File: src/rtl/doppler_sequencer.sv
// Ultrasound Doppler pulse-repetition sequencer: shadowed register decode plus TX/RX/demod window generation.
// Optional FrameCount output is enabled by defining SEQ_FRAME_COUNT_EN.
module doppler_sequencer #(
  parameter logic [7:0] CMD_DELAY1     = 8'h10,
  parameter logic [7:0] CMD_DEMOD      = 8'h11,
  parameter logic [7:0] CMD_DELAY2     = 8'h12,
  parameter logic [7:0] CMD_RETRANSMIT = 8'h13,
  parameter logic [7:0] CMD_SETTINGS   = 8'h14
) (
  input  logic        CLK,
  input  logic        RST_N,
  input  logic [7:0]  Reg,
  input  logic [15:0] RegValue,
  input  logic        RegValid,
  output logic        TX_P,
  output logic        TX_N,
  output logic        RX_GATE,
  output logic        DEMOD_EN,
  output logic [2:0]  RX_GAIN,
  output logic        FrameDone,
  output logic        Busy,
  output logic        CfgErr,
  output logic        DbgState
`ifdef SEQ_FRAME_COUNT_EN
  ,
  output logic [15:0] FrameCount
`endif
);

  // Handshake: RegValid is a one-cycle strobe with no back-pressure; Reg and
  // RegValue are sampled on the rising CLK edge where RegValid is high.

  typedef enum logic {S_IDLE = 1'b0, S_RUN = 1'b1} state_t;

  state_t      state_q, state_d;
  logic [15:0] t_q, t_d;

  logic [15:0] sh_delay1_q, sh_demod_q, sh_delay2_q, sh_retx_q, sh_settings_q;

  logic [15:0] act_delay1_q, act_demod_q, act_delay2_q, act_retx_q;
  logic [7:0]  act_ncyc_q;
  logic [1:0]  act_fsel_q;
  logic        act_inv_q, act_cont_q;

  logic        load, clr_run, err_set, err_clr;
  logic        sh_run, sh_cont, sh_retx_ok, last_cycle;

  logic        tx_p_q, tx_n_q, rx_gate_q, demod_q, done_q, busy_q, cfg_err_q;
  logic        tx_p_d, tx_n_d, rx_gate_d, demod_d, done_d, busy_d;
  logic [15:0] burst_len;
  logic        half, tx_on;

  assign sh_run     = sh_settings_q[0];
  assign sh_cont    = sh_settings_q[1];
  assign sh_retx_ok = (sh_retx_q >= 16'd2);
  assign last_cycle = (t_q == 16'(act_retx_q - 16'd1));

  always_ff @(posedge CLK or negedge RST_N) begin
    if (!RST_N) begin
      sh_delay1_q   <= '0;
      sh_demod_q    <= '0;
      sh_delay2_q   <= '0;
      sh_retx_q     <= '0;
      sh_settings_q <= '0;
    end else begin
      if (RegValid) begin
        case (Reg)
          CMD_DELAY1:     sh_delay1_q   <= RegValue;
          CMD_DEMOD:      sh_demod_q    <= RegValue;
          CMD_DELAY2:     sh_delay2_q   <= RegValue;
          CMD_RETRANSMIT: sh_retx_q     <= RegValue;
          CMD_SETTINGS:   sh_settings_q <= RegValue;
          default: ;
        endcase
      end
      // A host write to the settings register in the same cycle wins over the single-shot clear.
      if (clr_run && !(RegValid && (Reg == CMD_SETTINGS)))
        sh_settings_q[0] <= 1'b0;
    end
  end

  always_ff @(posedge CLK or negedge RST_N) begin
    if (!RST_N) begin
      state_q <= S_IDLE;
      t_q     <= '0;
    end else begin
      state_q <= state_d;
      t_q     <= t_d;
    end
  end

  always_comb begin
    state_d = state_q;
    t_d     = t_q;
    load    = 1'b0;
    clr_run = 1'b0;
    err_set = 1'b0;
    err_clr = 1'b0;
    case (state_q)
      S_IDLE: begin
        if (sh_run) begin
          if (sh_retx_ok) begin
            load    = 1'b1;
            err_clr = 1'b1;
            t_d     = '0;
            state_d = S_RUN;
          end else begin
            err_set = 1'b1;
          end
        end
      end
      S_RUN: begin
        if (last_cycle) begin
          t_d = '0;
          if (sh_run && (sh_cont || act_cont_q) && sh_retx_ok) begin
            load = 1'b1;
          end else begin
            state_d = S_IDLE;
            clr_run = !act_cont_q;
            err_set = sh_run && !sh_retx_ok;
          end
        end else begin
          t_d = t_q + 16'd1;
        end
      end
      default: state_d = S_IDLE;
    endcase
  end

  always_ff @(posedge CLK or negedge RST_N) begin
    if (!RST_N) begin
      act_delay1_q <= '0;
      act_demod_q  <= '0;
      act_delay2_q <= '0;
      act_retx_q   <= '0;
      act_ncyc_q   <= '0;
      act_fsel_q   <= '0;
      act_inv_q    <= 1'b0;
      act_cont_q   <= 1'b0;
    end else if (load) begin
      act_delay1_q <= sh_delay1_q;
      act_demod_q  <= sh_demod_q;
      act_delay2_q <= sh_delay2_q;
      act_retx_q   <= sh_retx_q;
      act_ncyc_q   <= sh_settings_q[13:6];
      act_fsel_q   <= sh_settings_q[15:14];
      act_inv_q    <= sh_settings_q[2];
      act_cont_q   <= sh_settings_q[1];
    end
  end

  // Carrier divider D = 64 >> FSEL; the half-period bit of t selects the P or N phase.
  always_comb begin
    burst_len = {8'd0, act_ncyc_q} << (3'd6 - {1'b0, act_fsel_q});
    case (act_fsel_q)
      2'd0:    half = t_q[5];
      2'd1:    half = t_q[4];
      2'd2:    half = t_q[3];
      default: half = t_q[2];
    endcase
    busy_d    = (state_q == S_RUN);
    tx_on     = busy_d && (t_q < burst_len);
    tx_p_d    = tx_on && (act_inv_q ? half : !half);
    tx_n_d    = tx_on && (act_inv_q ? !half : half);
    rx_gate_d = busy_d && (t_q >= act_delay1_q) && (t_q < act_delay2_q);
    demod_d   = busy_d && (t_q >= act_demod_q) && (t_q < act_delay2_q);
    done_d    = busy_d && last_cycle;
  end

  always_ff @(posedge CLK or negedge RST_N) begin
    if (!RST_N) begin
      tx_p_q    <= 1'b0;
      tx_n_q    <= 1'b0;
      rx_gate_q <= 1'b0;
      demod_q   <= 1'b0;
      done_q    <= 1'b0;
      busy_q    <= 1'b0;
      cfg_err_q <= 1'b0;
    end else begin
      tx_p_q    <= tx_p_d;
      tx_n_q    <= tx_n_d;
      rx_gate_q <= rx_gate_d;
      demod_q   <= demod_d;
      done_q    <= done_d;
      busy_q    <= busy_d;
      if (err_clr)      cfg_err_q <= 1'b0;
      else if (err_set) cfg_err_q <= 1'b1;
    end
  end

`ifdef SEQ_FRAME_COUNT_EN
  logic [15:0] frame_cnt_q;
  always_ff @(posedge CLK or negedge RST_N) begin
    if (!RST_N)      frame_cnt_q <= '0;
    else if (done_q) frame_cnt_q <= frame_cnt_q + 16'd1;
  end
  assign FrameCount = frame_cnt_q;
`endif

  assign TX_P      = tx_p_q;
  assign TX_N      = tx_n_q;
  assign RX_GATE   = rx_gate_q;
  assign DEMOD_EN  = demod_q;
  assign RX_GAIN   = sh_settings_q[5:3];
  assign FrameDone = done_q;
  assign Busy      = busy_q;
  assign CfgErr    = cfg_err_q;
  assign DbgState  = state_q;

endmodule

File: config.mk
export PLATFORM = sky130hd
export DESIGN_NAME = doppler_sequencer
export DESIGN_NICKNAME = d
export VERILOG_FILES = /design/src/rtl/doppler_sequencer.sv
export SDC_FILE = /design/constraint.sdc
export NUM_CORES = 1
export LEC_CHECK = 0
export ABC_AREA = 1
export BUFFER_PORTS_ARGS = -buffer_cell sky130_fd_sc_hd__buf_2
export CAP_MARGIN = 10
export CORE_ASPECT_RATIO = 0.6
export CORE_UTILIZATION = 50
export CTS_CLUSTER_SIZE = 28
export DETAILED_ROUTE_END_ITERATION = 10
export PLACE_DENSITY = 0.67
export SYNTH_ARGS = -nofsm -noshare
export SYNTH_HDL_FRONTEND = slang
export SYNTH_SLANG_ARGS = --single-unit
File: constraint.sdc
create_clock -name CLK -period 4.63 [get_ports CLK]
set_clock_uncertainty 0.1 [all_clocks]
set_input_delay 0.926 -clock CLK [delete_from_list [all_inputs] [get_ports CLK]]
set_output_delay 0.926 -clock CLK [all_outputs]
set_load 0.05 [all_outputs]
==> flow_summary_export.csv <==
group,metric,value,unit
critical_path,timing.critical_path.mode_cell,"nand2_1",
job,maxCapViolations,0,
power_and_ir_drop,power,4.16,mW
synth,ys_seq_area_share,45.3,%
place,gp_congestion,0.930,
clocking,clk_latency,0.45,ns
clocking,numCtsBuffers,17,
route,wl_per_cell,16.8,um
synth,async_flop_share,100,%
synth,syn_inst,1162,
sta,finalMaxSlewViolations,0,
clocking,hold_buffers,0,
critical_path,crit_required,4.90,ns
route,num_vias,7588,
cells_and_area,utilization,56.4,%
die,die_x,184,um
worst_hold_path,hold_class,"reg -> reg",
sta,fmax,314,MHz
cells_and_area,antennaDiodeCount,0,
cells_and_area,finalInstanceArea,10900,um^2
synth,synthFlopType,"dfrtp_1",
clocking,clkSinkCount,180,
die,die_h,111,um
die,die-area,20500,um^2
cells_and_area,fin_nets,1276,
critical_path,critical_path_class,"reg -> reg",
clocking,clk_path_buf_depth,2,
critical_path,r2r_slack,1.45,ns
outcome,status,"finished, final reports clean",
global_routing,grt_pass1_wl,39900,um
critical_path,r2r_start,"act_retx_q[0]",
die,initial_core_util,51.7,%
global_routing,antenna_found_initial,1,
synth,synth_nets,1255,
clocking,cts.htree.levels,4,
global_routing,track_usage,26.1,%
route,vias_per_cell,5.19,
worst_hold_path,holdPathEnd,"CfgErr",
place,post_dp_cell_area,10200,um^2
sta,rsz0062_at_grt,"no",
cells_and_area,layout-drive-gt1-share,17.7,%
clocking,cts_tree,"done",
sta,fin_crit_sh,68.7,%
critical_path,startpoint_type,"register",
cells_and_area,syn_to_final_growth,9.26,%
die,core,19200,um^2
critical_path,cpPeakStageDelay,0.49,ns
cells_and_area,final_cells,1461,
sta,final.min_clock_period,3.18,ns
power_and_ir_drop,power_density,383,nW/um^2
synth,synth_edf_count,0,
synth,synth_area,9930,um^2
clocking,clk_pin_slew,0.07,ns
critical_path,r2r_end,"act_demod_q[15]",
synth,synth_top_area_share,45.3,%
clocking,postCtsSetupBuffers,0,
global_routing,grt_pass1_vias,7305,
sta,setup_viol,0,
synth,synth.distinct_cells,39,
sta,hold_viol,0,
critical_path,worstPathMaxFanout,62,
sta,setup_tns,0,ns
synth,synth_top_cells_by_count,"256 x nand2_1, 180 x dfrtp_1, 139 x inv_1, 124 x o21ai_0",
global_routing,overflow,0,
sta,relSlewSlack,29.8,%
synth,yosysWarnings,0,
critical_path,crit_chain,"inv_1 > ha_1 > nand2_1 > nor2_2 > nand2_1 > nand3_1 > nand2_1 > nor3_2 > nand4_4 > nand2_8 > buf_4 > nand2_1 > o21ai_1",
synth,synth.most_common_cell,"nand2_1",
clocking,cts_resized,0,
cells_and_area,fillers,1811,
worst_hold_path,hp-start,"CfgErr",
global_routing,grt_max_degree,99,
critical_path,rr_worst_depth,13,
route,drc,0,
clocking,cts-root-buf,"clkbuf_16",
place,numPortBuffers,37,
die,ios,38,
worst_hold_path,hold_depth,2,
synth,synth_largest_area_cell,"dfrtp_1",
synth,ys_seq_elements,180,
route,routed_wl,24500,um
critical_path,arrival,3.45,ns
place,hpwl,17400,um
route,dr.first_iter.drc_count,573,
route,firstDrtPassIters,5,
critical_path,crit_slowest_cell,"nand2_8",
sta,max_slew.worst_pin.slew,1.05,ns
power_and_ir_drop,peakVddDrop,314,uV
synth,syn_avg_cell_area,8.55,um^2
cells_and_area,multi_input_area,4610,um^2
route,ant_nets,0,
critical_path,cp-end-kind,"register",
place,dp_cells,1430,
synth,synth_area_leaders,"dfrtp_1 45%, nand2_1 9.7%, ha_1 8.3%",
power_and_ir_drop,power_leakage,5.43,nW
die,num_rows,39,
cells_and_area,seqCellArea,4500,um^2
[where the power goes]
part | internal [mW] | switching (mW) | leakage [nW]
Combinational | 0.269 | 0.578 | 2.65
Clock | 0.851 | 0.676 | 0.296
Sequential | 1.66 | 0.126 | 2.49
[layer usage]
metal  GRT usage (%)  up-vias  share of wire [%]
met5               0        -                  0
met4            8.06        0                1.7
met3            7.06       25                8.5
met2            34.5      231                 39
met1            40.5     3537                 51
li1                -     3795                  -
[stage by stage]
stage	hold slack, ns	setup slack (ns)
floorplan	0.353	2.07
CTS	0.373	1.45
global route	0.397	1.06
global placement	0.352	1.47
finish	0.374	1.45
detailed placement	0.357	1.38
[placed cells by master (no fill, tap or decap), types with 7 or more instances in the layout]
master	instances
nor3_1	7
nand2_2	66
clkbuf_16	17
dfrtp_1	180
o21ai_2	54
nand2_1	256
nor2_1	58
o21ai_0	124
inv_1	139
ha_1	66
nand3_1	57
buf_2	36
xor2_1	20
a21oi_1	33
o22ai_1	13
[critical path: cells and delay by family, from the launching register on]
family	cells	cell delay (ns)
buffers and inverters	2	0.55
flip-flops	1	0.39
adder cells (fa/ha/maj)	1	0.28
AO/OA/AOI/OAI	1	0.08
AND/OR/NAND/NOR	9	1.67
[cells by family (layout without fill, tap and decap cells)]
kind of cell | after synthesis | after routing | synth area share [%]
muxes | 1 | 1 | 0.101
AOI/OAI and AO/OA | 238 | 238 | 14.4
buffers and inverters | 182 | 215 | 8.38
adders and majority gates | 66 | 66 | 8.31
DFF | 180 | 180 | 45.3
and+or+nand+nor | 471 | 471 | 21.3
xor gates and xnor gates | 24 | 24 | 2.12
[worst max path at each step]
stage | from | to | slack, ns
5_1_grt | act_fsel_q[0] | TX_N | 1.06
3_5_place_dp | Reg[5] | sh_demod_q[8] | 1.38
4_1_cts | act_retx_q[0] | act_demod_q[15] | 1.45
2_1_floorplan | act_fsel_q[0] | TX_N | 2.07
3_3_place_gp | Reg[5] | sh_demod_q[9] | 1.47
6_report | act_retx_q[0] | act_demod_q[15] | 1.45
[sequential cells by signal (all words and copies together), names as in the netlist, 2 cells and up]
name and count:
sh_demod_q 16, act_demod_q 16, t_q 16, sh_delay2_q 16
act_fsel_q 2, act_delay2_q 16, act_ncyc_q 8, sh_delay1_q 16
sh_settings_q 16, sh_retx_q 16, act_retx_q 16, act_delay1_q 16
[final cells by class]
class                   count  share of cell area (%)
multi-input cells         800                    42.4
flip-flops and latches    180                    41.5
inverters                 139                    4.81
clock buffers              20                    4.30
well taps                 266                    3.07
repair buffers             45                    2.55
clock inverters            11                    1.34
Power figures use the tool's default switching activity.
